--- config.mk ---
export PLATFORM = sky130hd
export DESIGN_NAME = datapath_control_unit
export DESIGN_NICKNAME = d
export VERILOG_FILES = /design/src/rtl/ctrl_pkg.sv /design/src/rtl/instr_decoder.sv /design/src/rtl/datapath_control_unit.sv
export SDC_FILE = /design/constraint.sdc
export NUM_CORES = 1
export LEC_CHECK = 0
export CORE_MARGIN = 5
export CORE_UTILIZATION = 46
export DETAILED_ROUTE_END_ITERATION = 8
export HOLD_SLACK_MARGIN = 0.1
export PLACE_DENSITY_LB_ADDON = 0.2
export SLEW_MARGIN = 20
export SYNTH_ARGS = -nofsm -noshare
export SYNTH_HDL_FRONTEND = slang
export SYNTH_SLANG_ARGS = --single-unit
--- constraint.sdc ---
create_clock -name clk -period 8.05 [get_ports clk]
set_input_delay 1.61 -clock clk [delete_from_list [all_inputs] [get_ports clk]]
set_output_delay 1.61 -clock clk [all_outputs]
set_load 0.1 [all_outputs]
--- src/rtl/ctrl_pkg.sv ---
// Control-unit shared definitions: FSM states, opcodes,
// ALU/PC/bus encodings, decoded-instruction and control-word bundles.
package ctrl_pkg;

  typedef enum logic [2:0] {
    ST_INIT  = 3'd0,
    ST_FETCH = 3'd1,
    ST_EXEC  = 3'd2,
    ST_MEM   = 3'd3,
    ST_HALT  = 3'd4
  } state_t;

  typedef enum logic [3:0] {
    OP_ILL,
    OP_ADD,
    OP_SUB,
    OP_AND,
    OP_ORR,
    OP_ADDI,
    OP_LDUR,
    OP_STUR,
    OP_B,
    OP_CBZ,
    OP_CBNZ
  } op_t;

  localparam logic [10:0] OPC_ADD  = 11'b10001011000;
  localparam logic [10:0] OPC_SUB  = 11'b11001011000;
  localparam logic [10:0] OPC_AND  = 11'b10001010000;
  localparam logic [10:0] OPC_ORR  = 11'b10101010000;
  localparam logic [10:0] OPC_LDUR = 11'b11111000010;
  localparam logic [10:0] OPC_STUR = 11'b11111000000;
  localparam logic [9:0]  OPC_ADDI = 10'b1001000100;
  localparam logic [5:0]  OPC_B    = 6'b000101;
  localparam logic [7:0]  OPC_CBZ  = 8'b10110100;
  localparam logic [7:0]  OPC_CBNZ = 8'b10110101;

  localparam logic [4:0] FS_AND = 5'b00000;
  localparam logic [4:0] FS_OR  = 5'b00100;
  localparam logic [4:0] FS_ADD = 5'b01000;
  localparam logic [4:0] FS_SUB = 5'b01001;

  localparam logic [1:0] PS_HOLD = 2'b00;
  localparam logic [1:0] PS_INC  = 2'b01;
  localparam logic [1:0] PS_LOAD = 2'b10;
  localparam logic [1:0] PS_REL  = 2'b11;

  localparam logic [1:0] DS_ALU = 2'b00;
  localparam logic [1:0] DS_RAM = 2'b01;
  localparam logic [1:0] DS_PC  = 2'b10;
  localparam logic [1:0] DS_K   = 2'b11;

  typedef struct packed {
    op_t         op;
    logic [4:0]  rd;
    logic [4:0]  rn;
    logic [4:0]  rm;
    logic [63:0] imm12_z;
    logic [63:0] imm9_s;
    logic [63:0] imm26_s;
    logic [63:0] imm19_s;
  } dec_t;

  typedef struct packed {
    logic        write;
    logic [4:0]  rd_a;
    logic [4:0]  rd_b;
    logic [4:0]  wr_a;
    logic [63:0] k;
    logic [4:0]  fs;
    logic        c_in;
    logic        b_sel;
    logic        ram_write;
    logic        pc_sel;
    logic [1:0]  ps;
    logic        ir_load;
    logic        a_sel;
    logic [1:0]  ds;
  } ctrl_t;

  // PS=11 adds 4 on top of in*4, so the branch offset is pre-biased by one
  function automatic logic [63:0] br_k(input logic [63:0] imm);
    return imm - 64'd1;
  endfunction

endpackage

--- src/rtl/instr_decoder.sv ---
// Combinational LEGv8 field extraction: opcode class,
// register fields and extended immediates.
module instr_decoder
  import ctrl_pkg::*;
(
  input  logic [31:0] ir,
  output dec_t        dec
);

  always_comb begin
    dec.rd      = ir[4:0];
    dec.rn      = ir[9:5];
    dec.rm      = ir[20:16];
    dec.imm12_z = {52'd0, ir[21:10]};
    dec.imm9_s  = {{55{ir[20]}}, ir[20:12]};
    dec.imm26_s = {{38{ir[25]}}, ir[25:0]};
    dec.imm19_s = {{45{ir[23]}}, ir[23:5]};
    dec.op      = OP_ILL;
    unique case (1'b1)
      (ir[31:21] == OPC_ADD):  dec.op = OP_ADD;
      (ir[31:21] == OPC_SUB):  dec.op = OP_SUB;
      (ir[31:21] == OPC_AND):  dec.op = OP_AND;
      (ir[31:21] == OPC_ORR):  dec.op = OP_ORR;
      (ir[31:21] == OPC_LDUR): dec.op = OP_LDUR;
      (ir[31:21] == OPC_STUR): dec.op = OP_STUR;
      (ir[31:22] == OPC_ADDI): dec.op = OP_ADDI;
      (ir[31:26] == OPC_B):    dec.op = OP_B;
      (ir[31:24] == OPC_CBZ):  dec.op = OP_CBZ;
      (ir[31:24] == OPC_CBNZ): dec.op = OP_CBNZ;
      default:                 dec.op = OP_ILL;
    endcase
  end

endmodule

--- src/rtl/datapath_control_unit.sv ---
// Multi-cycle LEGv8 controller: drives the DataPath control
// word from FSM state, the held IR and the ALU flags.
module datapath_control_unit
  import ctrl_pkg::*;
#(
  parameter logic [63:0] RESET_PC = 64'd0
) (
  input  logic        clk,
  input  logic        reset,
  input  logic [31:0] IR,
  input  logic [3:0]  status,
  output logic        write,
  output logic [4:0]  rdAddrA,
  output logic [4:0]  rdAddrB,
  output logic [4:0]  wrAddr,
  output logic [63:0] K,
  output logic [4:0]  FS,
  output logic        C_in,
  output logic        B_sel,
  output logic        ramWrite,
  output logic        PC_sel,
  output logic [1:0]  PS,
  output logic        IR_load,
  output logic        AS,
  output logic [1:0]  DS,
  output logic [2:0]  state,
  output logic        halted,
  output logic        instr_done
);

  state_t st, st_nxt;
  logic   halted_q;
  logic   halt_set;
  logic   done;
  logic   taken;
  logic   unused_flags;
  ctrl_t  cw, cw_g;
  dec_t   dec;

  instr_decoder u_dec (
    .ir  (IR),
    .dec (dec)
  );

  assign unused_flags = ^status[3:1];

  always_ff @(posedge clk or negedge reset) begin
    if (!reset) begin
      st       <= ST_INIT;
      halted_q <= 1'b0;
    end else begin
      st <= st_nxt;
      if (halt_set) halted_q <= 1'b1;
    end
  end

  assign taken = (dec.op == OP_CBZ) ? status[0] : ~status[0];

  always_comb begin
    cw       = '0;
    st_nxt   = st;
    halt_set = 1'b0;
    done     = 1'b0;
    case (st)
      ST_INIT: begin
        cw.ps     = PS_LOAD;
        cw.pc_sel = 1'b1;
        cw.k      = RESET_PC;
        st_nxt    = ST_FETCH;
      end
      ST_FETCH: begin
        cw.a_sel   = 1'b1;
        cw.ds      = DS_RAM;
        cw.ir_load = 1'b1;
        cw.ps      = PS_HOLD;
        st_nxt     = ST_EXEC;
      end
      ST_EXEC: begin
        done   = 1'b1;
        st_nxt = ST_FETCH;
        unique case (dec.op)
          OP_ADD, OP_SUB, OP_AND, OP_ORR: begin
            cw.rd_a  = dec.rn;
            cw.rd_b  = dec.rm;
            cw.wr_a  = dec.rd;
            cw.write = 1'b1;
            cw.ds    = DS_ALU;
            cw.ps    = PS_INC;
            cw.c_in  = (dec.op == OP_SUB);
            cw.fs    = (dec.op == OP_SUB) ? FS_SUB :
                       (dec.op == OP_AND) ? FS_AND :
                       (dec.op == OP_ORR) ? FS_OR  : FS_ADD;
          end
          OP_ADDI: begin
            cw.rd_a  = dec.rn;
            cw.wr_a  = dec.rd;
            cw.k     = dec.imm12_z;
            cw.b_sel = 1'b1;
            cw.fs    = FS_ADD;
            cw.write = 1'b1;
            cw.ps    = PS_INC;
          end
          OP_LDUR: begin
            cw.rd_a  = dec.rn;
            cw.k     = dec.imm9_s;
            cw.b_sel = 1'b1;
            cw.fs    = FS_ADD;
            cw.ps    = PS_HOLD;
            done     = 1'b0;
            st_nxt   = ST_MEM;
          end
          OP_STUR: begin
            cw.rd_a      = dec.rn;
            cw.rd_b      = dec.rd;
            cw.k         = dec.imm9_s;
            cw.b_sel     = 1'b1;
            cw.fs        = FS_ADD;
            cw.ram_write = 1'b1;
            cw.ps        = PS_INC;
          end
          OP_B: begin
            cw.k  = br_k(dec.imm26_s);
            cw.ps = PS_REL;
          end
          OP_CBZ, OP_CBNZ: begin
            // Z is judged on the K=0 pass-through of Rt
            cw.rd_a  = dec.rd;
            cw.b_sel = 1'b1;
            cw.fs    = FS_ADD;
            cw.k     = taken ? br_k(dec.imm19_s) : 64'd0;
            cw.ps    = taken ? PS_REL : PS_INC;
          end
          default: begin
            done     = 1'b0;
            halt_set = 1'b1;
            st_nxt   = ST_HALT;
          end
        endcase
      end
      ST_MEM: begin
        cw.rd_a  = dec.rn;
        cw.k     = dec.imm9_s;
        cw.b_sel = 1'b1;
        cw.fs    = FS_ADD;
        cw.ds    = DS_RAM;
        cw.write = 1'b1;
        cw.wr_a  = dec.rd;
        cw.ps    = PS_INC;
        done     = 1'b1;
        st_nxt   = ST_FETCH;
      end
      ST_HALT: st_nxt = ST_HALT;
      default: st_nxt = ST_INIT;
    endcase
  end

  assign cw_g       = reset ? cw : '0;
  assign write      = cw_g.write;
  assign rdAddrA    = cw_g.rd_a;
  assign rdAddrB    = cw_g.rd_b;
  assign wrAddr     = cw_g.wr_a;
  assign K          = cw_g.k;
  assign FS         = cw_g.fs;
  assign C_in       = cw_g.c_in;
  assign B_sel      = cw_g.b_sel;
  assign ramWrite   = cw_g.ram_write;
  assign PC_sel     = cw_g.pc_sel;
  assign PS         = cw_g.ps;
  assign IR_load    = cw_g.ir_load;
  assign AS         = cw_g.a_sel;
  assign DS         = cw_g.ds;
  assign state      = reset ? st : ST_INIT;
  assign halted     = reset & halted_q;
  assign instr_done = reset & done;

endmodule

; ---- Word-level counts from Yosys, hierarchy flattened
; Cells that the tools add are included.
; Widths: inputs -> output; s select.
[totals]
register_bits = 4
[classes]
n_mux = 37
n_eq_ne = 24
add_sub_neg = 2
n_reduce_logical = 12
bitwise_logic = 3
[ops]
columns = cell, count
row1 = $pmux 64 s4, 1
row2 = $pmux 64 s2, 1
row3 = $mux 95, 1
row4 = $eq 11x11->1 const B, 6
row5 = $mux 64, 1
row6 = $pmux 4 s10, 1
row7 = $pmux 5 s2, 3
row8 = $sub 26x2->27 const B, 1
row9 = $sub 19x2->20 const B, 1
row10 = $eq 4x3->1 const B, 4
row11 = $eq 8x8->1 const B, 2
row12 = $pmux 4 s2, 2
row13 = $eq 4x4->1 const B, 3
row14 = $mux 1, 12
row15 = $mux 4, 3
row16 = $pmux 2 s3, 2
row17 = $pmux 3 s4, 1
row18 = $pmux 6 s2, 1
row19 = $eq 10x10->1 const B, 1
row20 = $mux 5, 2
row21 = $reduce_or 10->1, 1
row22 = $reduce_or 5->1, 2
row23 = $reduce_or 9->1, 1
row24 = $eq 4x2->1 const B, 2
row25 = 16 further kinds, 23

; ---- Depth between registers and ports, before layout
; Gate-level depths: netlist of run 1.
[logic_depth]
ltp_word = 9
mapped_depth = 9
mapped_depth_nobuf = 8

; ---- Cells and area by module
; A second synthesis of run 1 with hierarchy kept.
[unflattened]
cells_unflattened = 1111
hier_area_um2 = 7349.5
[modules_own_cells]
columns = mod, area_each_um2, seq_area_each_um2, instances, cells_each
row1 = datapath_control_unit, 5101.1, 100.1, 1, 810
row2 = instr_decoder, 2248.4, 0.0, 1, 301

; ---- Worst setup path before layout of run 1
; Ideal clock, no wire load.
[synth_timing]
kind = input port to output port
startpoint = input port IR[7]
endpoint = output port K[27]
n_path_buf = 2
path_slack_ns = -0.395
required_ns = 6.440
cell_stages = 8
arrival_time_ns = 6.835
path_cell_list = clkbuf_1 > nor3_1 > and4_1 > a41oi_1 > nor2_1 > mux2i_1 > a31oi_1 > buf_4
[synth_via]
elab_chain_len = 5
elab_cells_between_ends = 6
classes_between = add/sub (2) / mux (4)
[synth_rtl]
columns = element, line
row1 = "start, declared", datapath_control_unit.sv:10  ; input logic [31:0] IR,
row2 = $sub 19x2->20, ctrl_pkg.sv:83  ; return imm - 64'd1;
row3 = $mux 64, datapath_control_unit.sv:130  ; cw.k = taken ? br_k(dec.imm19_s) : 64'd0;
row4 = $pmux 64 s4 (*), datapath_control_unit.sv:81  ; unique case (dec.op)
row5 = $pmux 64 s2 (*), datapath_control_unit.sv:64  ; case (st)
row6 = $mux 95 (*), datapath_control_unit.sv:157  ; assign cw_g = reset ? cw : '0;
row7 = "end, declared", datapath_control_unit.sv:16  ; output logic [63:0] K,
; Every way passes the cells marked *; elsewhere a longest branch is shown, timed or not.

; ---- Final worst setup path of run 1
[layout_timing]
startpoint = input port IR[21]
endpoint = output port K[58]
[layout_via]
elab_chain_len = 8
elab_cells_between_ends = 22
classes_between = add/sub (2) / eq/ne (12) / mux (6) / reduce/logical (2)
[layout_rtl]
columns = element, line
row1 = $eq 11x11->1 (tied with other cells), instr_decoder.sv:25  ; (ir[31:21] == OPC_STUR): dec.op = OP_STUR;
row2 = $pmux 4 s10, instr_decoder.sv:19  ; unique case (1'b1)
row3 = $eq 4x4->1, "datapath_control_unit.sv:57, datapath_control_unit.sv:81"
row4 = $mux 1, datapath_control_unit.sv:57  ; assign taken = (dec.op == OP_CBZ) ? status[0] : ~status[0];
row5 = $mux 64, datapath_control_unit.sv:130
row6 = $pmux 64 s4 (*), datapath_control_unit.sv:81
row7 = $pmux 64 s2 (*), datapath_control_unit.sv:64
row8 = $mux 95 (*), datapath_control_unit.sv:157
; Marked as above.

==> flow_summary.ini, run 1 <==
[sta]
relSlewSlack = 0.337
finalHoldViolCount = 0
fmax_mhz = 144
finalCriticalPeriod_ps = 6930
setup_violations = 0
slew_violations = 0
setup_tns_ps = 0
finClkSkew_ps = 1.01
timing.final.crit_share = 0.861
max_slew.worst_pin.slew_ps = 992
grt_setup_unrepaired = false

[clock_tree]
hold_buffers = 0
insertion_delay_ps = 210
clkTransAtPathRegs_ps = 30
cts_resized = 0
post_cts_buffers = 0
clockBufferDepth = 2
cts_tree = yes
cts-root-buf = clkbuf_8
htreeDepth = 1
cts_num_sinks = 4
cts-buffers-inserted = 3

[drt]
drt-wirelength-per-cell_um = 17.9
viasPerCell = 6.13
dr.pass1.iters = 6
antenna_left = 0
initialDrtViolationCount = 356
routed_wl_mm = 10.1
drc = 0
vias = 3471

[placed_design]
portBuffers = 131
hpwl_mm = 7.87
gp_congestion = 0.934
place_inst = 563
dpl_cell_area_sq_mm = 0.00363

[global_routing]
grt_pass1_wl_mm = 15.8
grt_usage = 0.244
grt_max_degree = 39
antenna_found_initial = 0
grt_overflow = 0
grt_pass1_vias = 3144

[synthesis]
ys_warn_count = 0
yosysSeqAreaShare = 0.0348
syn-instance-count = 425
async_flop_share = 1.00
synth_cell_types = 73
yosys_register_bits = 4
synth_top_cell_area_share = 0.117
syn_avg_cell_area_sq_um = 6.77
synth_edf_count = 0
synthTopCellsByArea = buf_4, xor2_1, a21oi_1
syn-cell-area_sq_mm = 0.00288
synth_top_area_cell = buf_4
ys.flop_type = dfrtp_1

[layout]
stdcell_area_sq_mm = 0.00367
area_growth_pct = 27.8
fin_cells = 566
diodes = 0
drive_gt1_frac = 0.202
nets = 533

[die]
core_area_sq_mm = 0.00599
die_y_um = 89.1
die_w_um = 89.1
io_pins = 138
die-area_sq_mm = 0.00793
start_util = 0.480
rows = 28

[power]
peakVddDrop_v = 0.000209
p_per_area_mw_per_mm2 = 137
p_leak_nw = 1.35

[setup_path]
worstSetupEndpointType = output port
critPathKind = input pin to output port
r2r_slack_ps = 6920
arrival_ps = 5320
start_kind = input pin
critPathMaxFanout = 38
crit_required_ps = 6440

[status]
status = finished, final reports clean

[hold_path]
hp-class = flop to flop

[job]
drv_cap = 0
[state kept, by name (all words and copies together), names as in the netlist]
signal	count
st	3
halted_q	1
[synthesized netlist by cell type (7+ instances only)]
| library cell | instances |
|---|---|
| nor3_1 | 15 |
| a21oi_1 | 34 |
| nand3_1 | 15 |
| o21ai_0 | 9 |
| clkbuf_1 | 15 |
| a22o_1 | 10 |
| nor2_1 | 36 |
| nand2_1 | 40 |
| inv_1 | 11 |
| buf_4 | 45 |
| xnor2_1 | 14 |
| nor3b_1 | 8 |
| nor2b_1 | 7 |
| xor2_1 | 26 |
| nand4_1 | 10 |
| nor4_1 | 8 |
| a31oi_1 | 8 |
[layout by cell type, fill, tap and decap left out, types with 4 or more instances in the layout]
cell	n
a221oi_1	5
nand3_1	15
and3_1	4
or3_1	4
and2_1	4
nor2_1	36
nand2_1	40
clkdlybuf4s50_1	61
nor4_1	8
a21oi_1	34
nand4_1	10
nand2b_1	5
a31oi_1	7
nor3b_1	8
xnor2_1	14
nor3_1	15
buf_4	74
inv_1	11
o22ai_1	6
a222oi_1	5
a22o_1	10
dfrtp_1	4
nor2b_1	7
a211oi_1	5
xor2_1	26
o21ai_0	9
[worst max-delay path, stage by stage]
cell and delay [ps]:
clkdlybuf4s50_1 690, nor3_4 420, a31oi_1 150, or3_4 420
a21oi_4 570, mux2i_1 720, a31oi_2 180, buf_4 270
buf_4 270
[power by group]
part,switching [mW],internal [mW]
registers,0.0197,0.0277
clock network,0.0100,0.0319
logic,0.309,0.104
total,0.339,0.163
[final cells by class]
cell class                 instances  area (sq um)
clock buffer                       3          41.3
inverter                          11          41.3
tap                               75          93.8
multi-input combinational        338          2230
sequential                         4           100
fill                             587          2320
timing repair buffer             135          1170
[metal layers]
layer	global-route usage	vias up	wire length [um]
li1	-	1642	-
met1	0.336	1635	4240
met2	0.413	182	4830
met3	0.0240	12	949
met4	0.0487	0	120
met5	0	-	0
[stage by stage]
stage / hold WS, ps / util / setup slack, ps / power (mW)
final: 456 / 0.613 / 1120 / 0.502
after global routing: 499 / 0.613 / 956 / 0.526
after CTS: 461 / 0.613 / 1160 / 0.500
after global placement: 446 / 0.606 / 1270 / 0.452
after floorplan: 434 / - / 440 / 0.368
after detailed placement: 454 / 0.606 / 1170 / 0.457
[kinds of logic after synthesis]
family	Yosys count	synth area share
mux	3	0.0109
other cells	1	0.00130
xor+xnor	40	0.122
buf+inv	85	0.194
fa+ha+maj	2	0.00870
simple gates	186	0.375
compound gates	104	0.253
flops	4	0.0348
[worst paths after layout]
path                           from  endpoint  cells after the start
max                          IR[21]     K[58]                      9
min                        halted_q  halted_q                      1
max reg2reg                   st[1]     st[1]                      3
min reg2reg                halted_q  halted_q                      1
max in group asynchronous     reset     st[2]                      1
min in group asynchronous     reset     st[1]                      1
Power figures use the tool's default switching activity.
==> inputs of run 2 (changes only) <==
- SETUP_SLACK_MARGIN: default -> 0.15
==> results of run 2 <==
Final layout, timing and power as in run 1 (identical DEF).
==> inputs of run 3 (changes only) <==
- GPL_ROUTABILITY_DRIVEN: default -> 0
- MAX_ROUTING_LAYER: default -> met4
==> run 3 against run 2 <==
  * Global-route usage increased by 0.083 points
  * Largest cell class unchanged
  * Via count is 0.43% higher
  * Largest power group unchanged
  * Sequential cell count did not move
  * Cell count is the same
  * Critical path type unchanged
==> flow_summary.ini, run 3 (synthesis gave the netlist of run 1 again) <==
[global_routing]
grt_max_degree = 39
grt_pass1_wl_mm = 15.4
grt_pass1_vias = 3106
grt_overflow = 0
antenna_found_initial = 0
grt_usage = 0.244

[drt]
dr.pass1.iters = 5
initialDrtViolationCount = 415
routed_wl_mm = 9.89
antenna_left = 0
drt-wirelength-per-cell_um = 17.5
viasPerCell = 6.16
vias = 3486
drc = 0

[die]
die-area_sq_mm = 0.00793
rows = 28
io_pins = 138
die_w_um = 89.1
die_y_um = 89.1
core_area_sq_mm = 0.00599
start_util = 0.480

[sta]
finClkSkew_ps = 0.324
timing.final.crit_share = 0.847
relSlewSlack = 0.343
setup_violations = 0
finalHoldViolCount = 0
fmax_mhz = 147
setup_tns_ps = 0
finalHoldWorstSlack_ps = 457
setup_slack_ps = 1230
max_slew.worst_pin.slew_ps = 982
slew_violations = 0
finalCriticalPeriod_ps = 6820
grt_setup_unrepaired = false

[setup_path]
slowest_stage = mux2i_1
r2r_slack_ps = 6940
reg2reg_depth = 3
critPathMaxFanout = 23
start_kind = input pin
critical_path_depth = 8
worstSetupEndpointType = output port
rr_startpoint = st[1]
cpPeakStageDelay_ps = 850
crit_family = buffers and inverters
cp_num_buf_inv = 2
timing.rr.end = st[1]
critPathKind = input pin to output port
arrival_ps = 5210
crit_path_cell_trace = clkdlybuf4s50_1 > nor3_4 > a31oi_1 > or3_4 > a21oi_4 > mux2i_1 > o22ai_1 > buf_4
cp-startpoint = IR[21]
crit_path_end = K[18]
crit_required_ps = 6440

[power]
peakVddDrop_v = 0.000169
p_per_area_mw_per_mm2 = 136
fin_total_pwr_uw = 501
p_leak_nw = 1.35

[clock_tree]
cts_resized = 0
clkTransAtPathRegs_ps = 30
htreeDepth = 1
insertion_delay_ps = 220
hold_buffers = 0
cts_tree = yes
cts-buffers-inserted = 3
clockBufferDepth = 2
cts-root-buf = clkbuf_8
post_cts_buffers = 0
cts_num_sinks = 4

[layout]
nets = 533
reg.largest.list = st x3, halted_q x1
largest_register_ffs = 3
largest_register = st
final_cell_mix = buf_4, clkdlybuf4s50_1, nand2_1
fillers = 553
area_growth_pct = 27.8
drive_gt1_frac = 0.202
layout_commonest_cell = buf_4
diodes = 0

[placed_design]
portBuffers = 131
hpwl_mm = 7.67
dpl_worst_slack_ps = 1250

[job]
drv_cap = 0

[status]
status = finished, final reports clean

[hold_path]
hp-class = flop to flop
run 3: cell counts in the layout (fill, tap and decap cells not counted):
No cell type changed its count.
run 3: layout make-up:
class,count,area [sq um],area share
Clock buffer,3,41.3,0.0112
Inverter,11,41.3,0.0112
Multi-Input combinational cell,338,2230,0.607
Sequential cell,4,100,0.0272
Tap cell,75,93.8,0.0255
Timing Repair Buffer,135,1170,0.317
run 3: how the worst min path moves through the flow:
stage,cells past startpoint,startpoint,end,slack [ps]
6_report,1,halted_q,halted_q,460
5_1_grt,1,halted_q,halted_q,480
4_1_cts,1,halted_q,halted_q,460
3_5_place_dp,1,halted_q,halted_q,450
3_3_place_gp,1,halted_q,halted_q,450
2_1_floorplan,1,halted_q,halted_q,430
run 3: per-layer routing:
| layer | global-route usage | vias to the layer above | share of wire |
|---|---|---|---|
| met3 | 0.0304 | 16 | 0.11 |
| met1 | 0.326 | 1632 | 0.41 |
| met4 | 0.0460 | 0 | 0.014 |
| li1 | - | 1643 | - |
| met5 | - | - | 0 |
| met2 | 0.400 | 195 | 0.47 |
run 3: where the power goes:
part	internal [mW]	switching (mW)
registers	0.0277	0.0187
clock network	0.0320	0.0117
logic	0.103	0.308
total	0.163	0.338
run 3: stage by stage:
stage,cell area [sq um],utilization,std cells
after floorplan,2890,-,427
after global placement,3630,0.606,563
after detailed placement,3630,0.606,563
after CTS,3670,0.613,566
after global routing,3670,0.613,566
final,3670,0.613,566
